## src/rtl/ula_multiciclo_if.sv

```systemverilog
// Start/done handshake bundle between the register-file controller and the multi-cycle ALU.
// The controller drives the request side; the ALU returns result and flags.
interface ula_multiciclo_if #(
    parameter int WIDTH = 8
);
    logic             start;
    logic [2:0]       op;
    logic [WIDTH-1:0] a;
    logic [WIDTH-1:0] b;
    logic [WIDTH-1:0] result;
    logic             done;
    logic             busy;
    logic             zero;
    logic             carry;

    modport master (
        output start, op, a, b,
        input  result, done, busy, zero, carry
    );

    modport slave (
        input  start, op, a, b,
        output result, done, busy, zero, carry
    );
endinterface

```

## src/rtl/ula_multiciclo.sv

```systemverilog
// Multi-cycle ALU: single-cycle logic/arith, shift-add MUL, restoring DIV.
// Optional divider: define ULA_DIV_EN; otherwise op 111 flags an illegal op.
module ula_multiciclo #(
    parameter int WIDTH  = 8,
    parameter int ITER_W = 3
) (
    input logic            clk,
    input logic            rst_n,
    ula_multiciclo_if.slave bus
);
    localparam logic [2:0] OP_ADD = 3'b000;
    localparam logic [2:0] OP_SUB = 3'b001;
    localparam logic [2:0] OP_AND = 3'b010;
    localparam logic [2:0] OP_OR  = 3'b011;
    localparam logic [2:0] OP_NOT = 3'b100;
    localparam logic [2:0] OP_SHL = 3'b101;
    localparam logic [2:0] OP_MUL = 3'b110;
    localparam logic [2:0] OP_DIV = 3'b111;

    typedef enum logic [1:0] {S_IDLE, S_EXEC, S_DONE} state_t;

    state_t               r_state;
    logic [2:0]           r_op;
    logic [WIDTH-1:0]     r_a;
    logic [WIDTH-1:0]     r_b;
    logic [ITER_W-1:0]    r_cnt;
    logic [2*WIDTH-1:0]   r_p;
    logic [2*WIDTH-1:0]   r_mc;
    logic [WIDTH-1:0]     r_result;
    logic                 r_done;
    logic                 r_busy;
    logic                 r_zero;
    logic                 r_carry;

    logic [WIDTH:0]       w_sum;
    logic [WIDTH:0]       w_dif;
    logic [WIDTH:0]       w_shl;
    logic [2*WIDTH-1:0]   w_pnext;
    logic [WIDTH-1:0]     w_res;
    logic                 w_cy;
    logic                 w_multi;
    logic                 w_last;
`ifdef ULA_DIV_EN
    logic [WIDTH-1:0]     r_rem;
    logic [WIDTH:0]       w_shift;
    logic [WIDTH:0]       w_trial;
    logic [WIDTH-1:0]     w_rnext;
    logic [WIDTH-1:0]     w_qnext;
`endif

    always_comb begin
        w_sum   = {1'b0, r_a} + {1'b0, r_b};
        w_dif   = {1'b0, r_a} - {1'b0, r_b};
        // bit WIDTH of the widened shift holds the last bit pushed out
        w_shl   = {1'b0, r_a} << r_b[ITER_W-1:0];
        w_pnext = r_p + (r_b[0] ? r_mc : '0);
        w_last  = (r_cnt == ITER_W'(WIDTH - 1));
`ifdef ULA_DIV_EN
        w_shift = {r_rem, r_a[WIDTH-1]};
        w_trial = w_shift - {1'b0, r_b};
        w_rnext = w_trial[WIDTH] ? w_shift[WIDTH-1:0] : w_trial[WIDTH-1:0];
        w_qnext = {r_a[WIDTH-2:0], ~w_trial[WIDTH]};
        w_multi = (r_op == OP_MUL) || (r_op == OP_DIV);
`else
        w_multi = (r_op == OP_MUL);
`endif
        w_res = '0;
        w_cy  = 1'b0;
        unique case (r_op)
            OP_ADD: begin
                w_res = w_sum[WIDTH-1:0];
                w_cy  = w_sum[WIDTH];
            end
            OP_SUB: begin
                w_res = w_dif[WIDTH-1:0];
                w_cy  = w_dif[WIDTH];
            end
            OP_AND: w_res = r_a & r_b;
            OP_OR:  w_res = r_a | r_b;
            OP_NOT: w_res = ~r_a;
            OP_SHL: begin
                w_res = w_shl[WIDTH-1:0];
                w_cy  = w_shl[WIDTH];
            end
            OP_MUL: begin
                w_res = w_pnext[WIDTH-1:0];
                w_cy  = |w_pnext[2*WIDTH-1:WIDTH];
            end
            OP_DIV: begin
`ifdef ULA_DIV_EN
                w_res = w_qnext;
                w_cy  = (r_b == '0);
`else
                w_res = '0;
                w_cy  = 1'b1;
`endif
            end
            default: begin
                w_res = '0;
                w_cy  = 1'b0;
            end
        endcase
    end

    always_ff @(posedge clk or negedge rst_n) begin
        if (!rst_n) begin
            r_state  <= S_IDLE;
            r_op     <= '0;
            r_a      <= '0;
            r_b      <= '0;
            r_cnt    <= '0;
            r_p      <= '0;
            r_mc     <= '0;
            r_result <= '0;
            r_done   <= 1'b0;
            r_busy   <= 1'b0;
            r_zero   <= 1'b0;
            r_carry  <= 1'b0;
`ifdef ULA_DIV_EN
            r_rem    <= '0;
`endif
        end else begin
            r_done <= 1'b0;
            unique case (r_state)
                S_IDLE: begin
                    if (bus.start) begin
                        r_op    <= bus.op;
                        r_a     <= bus.a;
                        r_b     <= bus.b;
                        r_cnt   <= '0;
                        r_p     <= '0;
                        r_mc    <= {{WIDTH{1'b0}}, bus.a};
`ifdef ULA_DIV_EN
                        r_rem   <= '0;
`endif
                        r_busy  <= 1'b1;
                        r_state <= S_EXEC;
                    end
                end
                S_EXEC: begin
                    if (r_op == OP_MUL) begin
                        r_p  <= w_pnext;
                        r_mc <= r_mc << 1;
                        r_b  <= r_b >> 1;
                    end
`ifdef ULA_DIV_EN
                    if (r_op == OP_DIV) begin
                        r_rem <= w_rnext;
                        r_a   <= w_qnext;
                    end
`endif
                    if (!w_multi || w_last) begin
                        r_result <= w_res;
                        r_zero   <= (w_res == '0);
                        r_carry  <= w_cy;
                        r_done   <= 1'b1;
                        r_busy   <= 1'b0;
                        r_state  <= S_IDLE;
                    end else begin
                        r_cnt <= r_cnt + 1'b1;
                    end
                end
                default: r_state <= S_IDLE;
            endcase
        end
    end

    assign bus.result = r_result;
    assign bus.done   = r_done;
    assign bus.busy   = r_busy;
    assign bus.zero   = r_zero;
    assign bus.carry  = r_carry;
endmodule

```

## src/flat_wrapper.sv

```systemverilog
// flat-port wrapper written by rule: the top's interface ports become plain ports
module ula_multiciclo_flat 
#(
    parameter int WIDTH  = 8,
    parameter int ITER_W = 3
)
  (clk, rst_n, bus_start, bus_op, bus_a, bus_b, bus_result, bus_done, bus_busy, bus_zero, bus_carry);
  ula_multiciclo_if #(.WIDTH(WIDTH)) bus_i ();
  input logic clk;
  input logic rst_n;
  input wire logic [$bits(bus_i.start)-1:0] bus_start;
  input wire logic [$bits(bus_i.op)-1:0] bus_op;
  input wire logic [$bits(bus_i.a)-1:0] bus_a;
  input wire logic [$bits(bus_i.b)-1:0] bus_b;
  output wire logic [$bits(bus_i.result)-1:0] bus_result;
  output wire logic [$bits(bus_i.done)-1:0] bus_done;
  output wire logic [$bits(bus_i.busy)-1:0] bus_busy;
  output wire logic [$bits(bus_i.zero)-1:0] bus_zero;
  output wire logic [$bits(bus_i.carry)-1:0] bus_carry;
  assign bus_i.start = bus_start;
  assign bus_i.op = bus_op;
  assign bus_i.a = bus_a;
  assign bus_i.b = bus_b;
  assign bus_result = bus_i.result;
  assign bus_done = bus_i.done;
  assign bus_busy = bus_i.busy;
  assign bus_zero = bus_i.zero;
  assign bus_carry = bus_i.carry;
  ula_multiciclo #(.WIDTH(WIDTH), .ITER_W(ITER_W)) u_core (.clk(clk), .rst_n(rst_n), .bus(bus_i));
endmodule
```

## config.mk

```make
export PLATFORM = sky130hd
export DESIGN_NAME = ula_multiciclo_flat
export DESIGN_NICKNAME = d
export VERILOG_FILES = /design/src/rtl/ula_multiciclo_if.sv /design/src/rtl/ula_multiciclo.sv /design/src/flat_wrapper.sv
export SDC_FILE = /design/constraint.sdc
export NUM_CORES = 1
export LEC_CHECK = 0
export ABC_AREA = 1
export CORE_AREA = 2 2 105 107
export DETAILED_ROUTE_END_ITERATION = 10
export DIE_AREA = 0 0 107 109
export PLACE_DENSITY = 0.76
export SLEW_MARGIN = 10
export SYNTH_ARGS = -nofsm -noshare
export SYNTH_HDL_FRONTEND = slang
export SYNTH_SLANG_ARGS = --single-unit
```

## constraint.sdc

```tcl
create_clock -name clk -period 4 [get_ports clk]
set_clock_uncertainty 0.05 [all_clocks]
set_input_delay 0.8 -clock clk [delete_from_list [all_inputs] [get_ports clk]]
set_output_delay 0.8 -clock clk [all_outputs]
set_load 0.03 [all_outputs]
```

==> impl_metrics.json <==
{
  "place_inst": 918,
  "start_util": 0.4852,
  "postSynth.asyncResetShare": 1.000,
  "tns_ns": 0,
  "ir_drop_mv": 0.2314,
  "placed_area_um2": 5545,
  "ys_types": 36,
  "timing_hold_violations_final": 0,
  "drive_gt1_frac": 0.04156,
  "crit_type": "register to register",
  "gp_congestion": 0.9793,
  "p_sw_frac": 0.4532,
  "ys_ff_latch": 66,
  "synth_edf_count": 0,
  "setup_violations": 0,
  "antenna_found_initial": 0,
  "path_max_fanout": 33,
  "grt_pass1_wl_um": 21750,
  "cts_resized": 0,
  "rsz0062_at_grt": "no",
  "drt_iter0_drc": 387,
  "slew_violations": 0,
  "cts-htree-levels": 3,
  "clk_latency_ns": 0.37,
  "synth_area_um2": 5145,
  "clock_sinks": 66,
  "final_area_um2": 5733,
  "slew_headroom": 0.3237,
  "min_path_type": "input port to async pin",
  "synth_nets": 832,
  "comb_power_share": 0.446,
  "crit_required_ns": 4.21,
  "die-area_um2": 11660,
  "cts_hold_buf": 0,
  "fillers": 1038,
  "grt-ovfl-total": 0,
  "core_area_um2": 10600,
  "p_switching_mw": 1.201,
  "worstMarginPinSlew_ns": 1.007,
  "cts.clk_slew.worst_paths_ns": 0.09,
  "io_buffers": 33,
  "holdWs_ns": 0.3639,
  "dp_hpwl_um": 10030,
  "rows": 38,
  "grt_use_total": 0.2398,
  "post_cts_buffers": 0,
  "power_mw": 2.649,
  "internal_power_mw": 1.448,
  "areaGrowthSynthToFinish_pct": 11.43,
  "cts_buffers": 9,
  "status": "completed",
  "instances_no_fill": 934,
  "power_density_nw_per_um2": 462.1,
  "cts_root_buf": "clkbuf_8",
  "die_h_um": 109,
  "leakage_nw": 3.063,
  "synth_warnings": 0,
  "cp-end-kind": "register",
  "syn_area_per_cell_um2": 6.725,
  "cts_tree": "built",
  "drt-total-wl_um": 13010,
  "drtPass1Iterations": 6,
  "clk_path_buf_depth": 2,
  "clkPwrFrac": 0.208,
  "fin_nets": 856,
  "routed_via_density": 5.273,
  "mostFrequentLayoutCell": "nand2_1",
  "fp.dieW_um": 107,
  "cap_violations": 0,
  "layout_common_cells": "nand2_1 (236), inv_1 (115), nand3_1 (68), dfrtp_1 (66), nor2_1 (60)",
  "antennaDiodeCount": 0,
  "num_vias": 4925,
  "post-route-drc-count": 0,
  "seq_area_frac_synth": 0.3210,
  "post_drt_wl_per_cell_um": 13.92,
  "ioPinCount": 34,
  "max_freq_mhz": 335.4,
  "synth_flop_cell": "dfrtp_1",
  "arrival_ns": 3.20,
  "grt_pass1_vias": 4465,
  "antenna_left": 0,
  "syn-instance-count": 765,
  "period_minus_slack_ns": 2.981,
  "start_kind": "register",
  "seqPwrFrac": 0.346,
  "grt_max_degree": 43,
  "finalCritPeriodShare": 0.7453
}
[power groups by stage]
stage / clock (mW) / sequential (mW) / combinational (mW)
2_1_floorplan: 0 / 0.962 / 0.778
3_3_place_gp: 0 / 0.924 / 1.16
3_5_place_dp: 0 / 0.929 / 1.16
4_1_cts: 0.556 / 0.916 / 1.16
5_1_grt: 0.587 / 0.937 / 1.34
6_report: 0.552 / 0.917 / 1.18
[metal layers]
metal  vias up  GRT usage  part of all wire
met2       176     0.3521              0.42
met5         -          0                 0
li1       2503          -                 -
met3        17    0.04603             0.074
met4         0    0.09184             0.016
met1      2229     0.3496              0.49
[sequential cells by signal, indices dropped and copies added, names as in the netlist]
name,cells
u_core.r_a,8
u_core.bus.carry,1
u_core.r_p,16
u_core.bus.done,1
u_core.bus.result,8
u_core.r_mc,16
u_core.r_state,1
u_core.bus.zero,1
u_core.r_b,8
u_core.r_op,3
u_core.r_cnt,3
[layout make-up]
cell class,instances,area (um^2),share of cell area
repair buffers,35,340.3,0.05936
clock inverters,6,50.05,0.008730
inverters,117,439.2,0.07660
clock buffers,10,137.6,0.02401
well taps,140,175.2,0.03055
flip-flops and latches,66,1652,0.2881
multi-input cells,560,2939,0.5127
[Yosys cell counts, types with 6 or more instances]
library cell  instances  share of area
o22ai_1              10          0.012
nand3_1              68          0.066
inv_1               115          0.084
a31oi_1               6         0.0073
o211ai_1             11          0.016
a21oi_1              28          0.027
or2_2                 6         0.0073
ha_1                 42           0.10
o21ai_0              51          0.050
dfrtp_1              66           0.32
nor2_1               60          0.044
buf_2                10         0.0097
nand4_1              14          0.017
clkbuf_1              7         0.0051
nand2_1             236           0.17
[kinds of logic (layout without fill, tap and decap cells)]
logic type / after synthesis / in the layout / synth area share
XOR/XNOR: 5 / 5 / 0.008513
multiplexers: 1 / 1 / 0.001946
AO/OA/AOI/OAI: 113 / 113 / 0.1238
flip-flops: 66 / 66 / 0.3210
buffers and inverters: 139 / 168 / 0.1077
adder cells (fa/ha/maj): 45 / 45 / 0.1138
AND/OR/NAND/NOR: 396 / 396 / 0.3232
[worst max-delay path: stages, from the launching register on]
cell and delay, ns:
dfrtp_1 0.93, nand2_1 0.11, inv_1 0.09, ha_1 0.16, inv_1 0.05, fa_1 0.41
inv_1 0.12, nand3_1 0.07, nand3_1 0.14, nand2_1 0.09, nand3_1 0.08, nand2_1 0.07
nor2_1 0.09, nand2_1 0.06, nor2_1 0.09, nand2_1 0.06, nand2_1 0.05, nand2_1 0.04
nand2_1 0.06, nand2_1 0.05
[final timing paths]
check / from / to / slack [ns] / cells past startpoint
max: u_core.r_b[0] / u_core.bus.carry / 1.02 / 19
min: rst_n / u_core.r_p[9] / 0.36 / 1
max reg2reg: u_core.r_b[0] / u_core.bus.carry / 1.02 / 19
min in group clk: u_core.bus.result[3] / u_core.bus.result[3] / 0.43 / 2
min reg2reg: u_core.bus.result[3] / u_core.bus.result[3] / 0.43 / 2
max in group asynchronous: rst_n / u_core.bus.zero / 2.57 / 2
[through the flow]
| step | utilization | setup slack, ns |
|---|---|---|
| global route | 0.5407 | 0.5880 |
| detailed placement | 0.5230 | 1.047 |
| global placement | 0.5230 | 1.130 |
| CTS | 0.5407 | 1.029 |
| floorplan | - | 1.292 |
| finish | 0.5407 | 1.019 |
(Power assumes the default switching activity.)
